<file path="src/rtl/mul_share_ctrl.sv">
// Round-robin sequencer for one shared multi-cycle signed multiplier.
// Two requesters, operands held for the multiplier's latency, responses tagged with requester ID.
module mul_share_ctrl #(
  parameter int AW  = 4,
  parameter int PW  = 7,
  parameter int LAT = 5
) (
  input  logic            clk,
  input  logic            rst_n,
  input  logic [1:0]      req_valid,
  output logic [1:0]      req_ready,
  input  logic [2*AW-1:0] req_a,
  input  logic [2*AW-1:0] req_b,
  output logic [AW-1:0]   mul_a,
  output logic [AW-1:0]   mul_b,
  output logic            mul_en,
  input  logic [PW-1:0]   mul_p,
  output logic            rsp_valid,
  input  logic            rsp_ready,
  output logic [PW-1:0]   rsp_p,
  output logic            rsp_id,
  output logic            busy
);

  localparam int CW = $clog2(LAT + 1);

  typedef enum logic [1:0] {
    IDLE = 2'd0,
    RUN  = 2'd1,
    RESP = 2'd2
  } state_e;

  state_e          state_q,     state_d;
  logic [AW-1:0]   mul_a_q,     mul_a_d;
  logic [AW-1:0]   mul_b_q,     mul_b_d;
  logic            mul_en_q,    mul_en_d;
  logic            rsp_valid_q, rsp_valid_d;
  logic [PW-1:0]   rsp_p_q,     rsp_p_d;
  logic            rsp_id_q,    rsp_id_d;
  logic [CW-1:0]   cnt_q,       cnt_d;
  logic            last_id_q,   last_id_d;
  logic            id_q,        id_d;

  logic            gnt_valid;
  logic            gnt_id;

  // Arbitration only happens in IDLE; a tie goes to whoever was not served last.
  always_comb begin
    // NOTE: every always_comb output gets a default first so no latch is inferred.
    gnt_valid = 1'b0;
    gnt_id    = 1'b0;
    if (state_q == IDLE) begin
      case (req_valid)
        2'b01:   begin gnt_valid = 1'b1; gnt_id = 1'b0;       end
        2'b10:   begin gnt_valid = 1'b1; gnt_id = 1'b1;       end
        2'b11:   begin gnt_valid = 1'b1; gnt_id = ~last_id_q; end
        default: ;
      endcase
    end
  end

  assign req_ready = {gnt_valid & gnt_id, gnt_valid & ~gnt_id};

  always_comb begin
    state_d     = state_q;
    mul_a_d     = mul_a_q;
    mul_b_d     = mul_b_q;
    mul_en_d    = mul_en_q;
    rsp_valid_d = rsp_valid_q;
    rsp_p_d     = rsp_p_q;
    rsp_id_d    = rsp_id_q;
    cnt_d       = cnt_q;
    last_id_d   = last_id_q;
    id_d        = id_q;

    unique case (state_q)
      IDLE: begin
        if (gnt_valid) begin
          mul_a_d   = gnt_id ? req_a[2*AW-1:AW] : req_a[AW-1:0];
          mul_b_d   = gnt_id ? req_b[2*AW-1:AW] : req_b[AW-1:0];
          id_d      = gnt_id;
          last_id_d = gnt_id;
          cnt_d     = '0;
          mul_en_d  = 1'b1;
          state_d   = RUN;
        end
      end
      RUN: begin
        // Capture one edge after the count reaches LAT, giving LAT+1 cycles of settling.
        if (cnt_q == CW'(LAT)) begin
          rsp_p_d     = mul_p;
          rsp_id_d    = id_q;
          rsp_valid_d = 1'b1;
          mul_en_d    = 1'b0;
          state_d     = RESP;
        end else begin
          cnt_d = cnt_q + 1'b1;
        end
      end
      RESP: begin
        if (rsp_ready) begin
          rsp_valid_d = 1'b0;
          state_d     = IDLE;
        end
      end
      default: state_d = IDLE;
    endcase
  end

  always_ff @(posedge clk or negedge rst_n) begin
    if (!rst_n) begin
      state_q     <= IDLE;
      mul_a_q     <= '0;
      mul_b_q     <= '0;
      mul_en_q    <= 1'b0;
      rsp_valid_q <= 1'b0;
      rsp_p_q     <= '0;
      rsp_id_q    <= 1'b0;
      cnt_q       <= '0;
      last_id_q   <= 1'b1;
      id_q        <= 1'b0;
    end else begin
      // NOTE: non-blocking assignments so all flops update together from pre-edge values.
      state_q     <= state_d;
      mul_a_q     <= mul_a_d;
      mul_b_q     <= mul_b_d;
      mul_en_q    <= mul_en_d;
      rsp_valid_q <= rsp_valid_d;
      rsp_p_q     <= rsp_p_d;
      rsp_id_q    <= rsp_id_d;
      cnt_q       <= cnt_d;
      last_id_q   <= last_id_d;
      id_q        <= id_d;
    end
  end

  assign mul_a     = mul_a_q;
  assign mul_b     = mul_b_q;
  assign mul_en    = mul_en_q;
  assign rsp_valid = rsp_valid_q;
  assign rsp_p     = rsp_p_q;
  assign rsp_id    = rsp_id_q;
  assign busy      = (state_q != IDLE);

endmodule

</file>
<file path="config.mk">
export PLATFORM = sky130hd
export DESIGN_NAME = mul_share_ctrl
export DESIGN_NICKNAME = d
export VERILOG_FILES = /design/src/rtl/mul_share_ctrl.sv
export SDC_FILE = /design/constraint.sdc
export NUM_CORES = 1
export LEC_CHECK = 0
export CORE_ASPECT_RATIO = 0.7
export CORE_UTILIZATION = 41
export DETAILED_ROUTE_END_ITERATION = 16
export PLACE_DENSITY = 0.84
export SYNTH_ARGS = -nofsm -noshare
export SYNTH_HDL_FRONTEND = slang
export SYNTH_SLANG_ARGS = --single-unit
</file>
<file path="constraint.sdc">
create_clock -name clk -period 1.4 [get_ports clk]
set_input_delay 0.28 -clock clk [delete_from_list [all_inputs] [get_ports clk]]
set_output_delay 0.28 -clock clk [all_outputs]
set_load 0.02 [all_outputs]
</file>
Yosys cells after proc, flatten, opt, wreduce, memory -nomap -nowiden
Index checks and enable logic that the tools add are counted.
- add/subtract/negate cells: 1
- eq/ne operators: 10
- multiplexer cells: 19
- bitwise operators: 4
- reduce and logical (&&, ||, !) cells: 11
- operators with widths (kind ; number):
    $reduce_and 3->1 ; 4
    $mux 4 ; 2
    $ne 2x2->1 const B ; 4
    $mux 1 ; 7
    $eq 2x2->1 const B ; 3
    $mux 2 ; 3
    $mux 3 ; 2
    $pmux 1 s2 ; 3
    $pmux 2 s3 ; 1
    $pmux 3 s2 ; 1
    $reduce_bool 2->1 ; 3
    $eq 2x1->1 const B ; 2
    $reduce_and 2->1 ; 2
    $add 3x1->3 const B ; 1
    $eq 3x3->1 const B ; 1
    $reduce_or 3->1 ; 1
    $and 1x1->1 ; 2
    $logic_not 2->1 ; 1
    $not 1->1 ; 2
- bits in registers: 25
- input bits: 28

Longest topological paths before layout
- depth after elaboration: 6
- depth in mapped cells: 5
- gate-level depth less buffers: 5

Worst setup path after synthesis
No wires, ideal clock.
- kind: reg-to-reg
- from: register last_id_q
- to: register mul_a_q[1] (netlist: mul_a[1])
- setup time: 0.126 ns
- arrival time: 1.196 ns
- required time: 1.274 ns
- path slack: 0.078 ns
- cell stages (with the launch flop): 5
- path buffers: 1
- path through: dfstp_2 nand2_1 and3_4 buf_6 a221o_1
- word-level cells in the longest chain between the ends: 4
- ends and longest elaborated chain (what ; line ; RTL):
    from (decl) ; 41 ; logic last_id_q, last_id_d;
    from (signal assigned) ; 132 ; last_id_q <= last_id_d;
    $not 1->1 ; 56 ; 2'b11: begin gnt_valid = 1'b1; gnt_id = ~last_id_q; end
    $pmux 1 s2 ; 53 ; case (req_valid)
    $mux 1 ; 52 ; if (state_q == IDLE) begin
    $mux 4 ; 79 ; mul_a_d = gnt_id ? req_a[2*AW-1:AW] : req_a[AW-1:0];
    to (signal assigned) ; 125 ; mul_a_q <= mul_a_d;
    to (decl) ; 34 ; logic [AW-1:0] mul_a_q, mul_a_d;
No other way between the ends.
A chain may end at the register's enable or synchronous reset.

Worst setup path in the final report
- from: register last_id_q
- to: output port req_ready[0]
- word-level cells in the longest chain between the ends: 5
- ends and longest elaborated chain (what ; line ; RTL):
    $not 1->1 ; 56 ;
    $pmux 1 s2 ; 53 ;
    $mux 1 ; 52 ;
    $not 1->1 ; 62 ; assign req_ready = {gnt_valid & gnt_id, gnt_valid & ~gnt_id};
    $and 1x1->1 ; 62 ;
    to (decl) ; 11 ; output logic [1:0] req_ready,
No other way between the ends.

==> impl_summary.txt <==
----------------------------------------------------
[Global route]
  Total Routing Usage GR ... 21.8%
  Initial antenna violation count ... 0
  Number of global-route vias before repair ... 994
  Pin count of the biggest net entering global routing ... 26
  Global-route wire length before repair ... 4.61 mm
  Total gr overflow ... 0

[Finish]
  Total of fill cells in the finished design ... 177
  Multi-input combinational cell area ... 473 um^2
  Synthesis-to-layout area growth ... 61.0%
  Diode insertion count for antenna repair ... 0
  Final design instance area without fill ... 1810 um^2
  Non-filler cells, final ... 189
  # nets final ... 186
  Final core utilization ... between 70% and 80%
  Share of post-route cells with drive strength above 1 ... 25.8%
  Reg area ... approximately 630 um^2

[Critical path]
  Required time at the worst-slack endpoint ... 1120 ps
  Worst setup EP type ... output pin
  CP max FO ... 2
  Slowest cell on crit path ... sky130_fd_sc_hd__dfstp_2
  Data arrival, critical path ... roughly 1200 ps
  Worst reg-to-reg setup slack ... -60 ps
  Top Family by Delay on Critical Path ... flip-flops
  Most common cell on crit path ... sky130_fd_sc_hd__buf_4
  Cells along the critical path ... buf_4, nor2b_4, nor2_1, buf_4
  Worst path buffer plus inverter count ... 2
  Slowest stage delay, CP ... 530 ps
  Start-to-end type of the worst setup path ... reg -> out
  Category of the worst setup path launch point ... register

[Place]
  Placed Instances ... 181
  # port buffers ... 48
  Cell area after placement ... around 1700 um^2
  Final weighted congestion of routability-driven global placement ... ~0.73
  Half-perimeter wire length after detailed placement ... 2.16 mm

[CTS]
  CTS Buf Count ... 3
  Number of buffers inserted by hold repair at cts ... 0
  Maximum buffer depth of the clock tree ... 2
  CTS tree ... done
  Clock Latency Late Sink ... 260 ps
  Clock H-tree levels ... 1
  Clock slew at reported path FFs ... about 80 ps
  Number of clock sinks ... 25
  Root Buffer ... sky130_fd_sc_hd__clkbuf_8

[Logic synthesis]
  Yosys cell types ... 27
  Average size of a mapped cell ... 12.2 um^2
  Leading post-synthesis cells by cell area ... sky130_fd_sc_hd__dfrtp_1, sky130_fd_sc_hd__a221o_1, sky130_fd_sc_hd__mux2_2
  Post-synthesis instance total ... 92
  Net count after synthesis ... around 120
  Number of enable flip-flop cells after synthesis ... 0
  Synthesis-stage register bit count ... 25
  Post-synth ARST share ... 100%
  Fraction of the yosys area taken by sequential cells ... between 50% and 60%
  Most common library cells after synthesis ... sky130_fd_sc_hd__dfrtp_1, sky130_fd_sc_hd__nand2_1, sky130_fd_sc_hd__a221o_1, sky130_fd_sc_hd__nor3_1, sky130_fd_sc_hd__mux2_2
  Top FF cell, synth ... sky130_fd_sc_hd__dfrtp_1
  Biggest area consumer among synthesized cells ... sky130_fd_sc_hd__dfrtp_1
  Synth top area share ... between 50% and 60%
  Synthesis Warnings ... 0
  Synthesized cell area ... 1120 um^2
  Most used standard cell by instance count after synthesis ... sky130_fd_sc_hd__dfrtp_1

[Die]
  Core area ... around 2500 um^2
  Vert. Die Dim ... approximately 46 um
  Floorplan die area ... 2960 um^2
  Die width ... roughly 65 um
  Count of pins on the block boundary ... slightly below 50
  Cell row count ... 15
  Initial Util ... 44.3%

[Hold path]
  Path class of the lowest-slack min-delay path ... in -> async

[Detailed routing]
  DRT antenna net count ... 0
  Number of vias after detailed routing ... around 1,000
  Wire length per cell after detailed routing ... 16.0 um
  Vias per cell ... 5.27
  Total wirelength of the detailed-routed design ... 3.03 mm
  DRC viols ... 0
  DR iter-0 viols ... 54
  Pre-Repair DR Iteration Count ... 4

[Power and ir drop]
  Worst IR drop on VDD ... 1.44 mV
  Leak ... 0.000856 uW
  Power per cell area ... 2080 nW/um^2

[Timing]
  Final hold slack ... about 370 ps
  Max_slew headroom ... between 80% and 90%
  Post-route minimum period ... between 1000 and 1500 ps
  Final WS setup ... -63.3 ps
  Fin Clk Skew ... 2.69 ps
  Final setup fails ... 5
  Slew Viols, Final ... 0
  Worst slew pin tran ... 248 ps
  RSZ-0062 raised after global routing ... true
  Share of the clock period used by the worst path after layout ... 105%
  Highest clock frequency the design can meet ... just under 700 MHz
  Final hold violation count ... 0

[Run status]
  Result of the run ... finished with violations
  Failing checks ... negative setup slack

[Job]
  Count of maximum capacitance violations ... 0

----------------------------------------------------
stage by stage:
step	total power, uW	worst slack [ps]	setup TNS [ps]
after detailed placement	3370	-476	-3820
after CTS	3640	-113	-424
after global routing	3980	-139	-512
after floorplan	2390	78.2	0
after global placement	3280	-437	-3140
final	3760	-63.3	-261
path summary, 6_finish.rpt:
| check | end | from | cells after the start |
|---|---|---|---|
| max | req_ready[0] | last_id_q$_DFFE_PN1P_ | 4 |
| min | rsp_p[4]$_DFFE_PN0P_ | rst_n | 2 |
| max reg2reg | mul_b[0]$_DFFE_PN0P_ | last_id_q$_DFFE_PN1P_ | 5 |
| min reg2reg | id_q$_DFFE_PN0P_ | id_q$_DFFE_PN0P_ | 1 |
| max in group asynchronous | last_id_q$_DFFE_PN1P_ | rst_n | 2 |
| min in group clk | id_q$_DFFE_PN0P_ | id_q$_DFFE_PN0P_ | 1 |
state kept, by name, indices dropped and copies added (netlist names):
| name | count |
|---|---|
| mul_b | 4 |
| cnt_q | 3 |
| state_q | 2 |
| mul_a | 4 |
| rsp_id | 1 |
| mul_en | 1 |
| id_q | 1 |
| rsp_p | 7 |
| last_id_q | 1 |
| rsp_valid | 1 |
area by class of cell:
class                   count  share of cell area [%]
multi-input cells          59                    26.1
flip-flops and latches     25                    34.6
clock buffers               4                    2.49
well taps                  34                    2.35
inverters                   3                   0.761
repair buffers             64                    33.6
report_power, final:
part | switching, uW | internal, uW
combinational | 1030 | 1030
clock | 212 | 203
sequential | 201 | 1080
per-layer routing:
layer  GRT usage (%)  part of all wire (%)
met5               0                     0
met4            6.22                   1.0
met3            6.75                   7.5
met2            38.1                    50
met1            26.5                    42
cell families after synthesis:
kind of cell               after synthesis  share of synthesized area, %
muxes                                   10                          10.8
DFF                                     25                          55.8
buffers and inverters                    8                          4.23
adders and majority gates                2                          2.23
and+or+nand+nor                         30                          14.0
AOI/OAI and AO/OA                       17                          12.9
placed cells by master (no fill, tap or decap), drive strengths merged:
master	synthesis	routed
nor3	8	8
dfrtp	24	24
dfstp	1	1
nand2	13	13
dlygate4sd2	0	19
mux2	8	8
a221o	8	8
mux2i	2	2
buf	4	19
clkbuf	1	4
nor2	3	3
o21ai	4	4
and3	1	1
nand3	2	2
ha	2	2
nor2b	2	2
a21o	2	2
clkdlybuf4s50	0	25
o22ai	1	1
o2bb2ai	2	2
inv	3	3
or2b	1	1
dlymetal6s2s	0	1
timing repair:
item	in CTS	in global routing
pin swaps	4	6
buffers inserted	0	3
gates resized for setup	38	14
setup endpoints to repair	37	14
endpoints found under the hold margin	0	0
cloned	0	1
(Power assumes the default switching activity.)
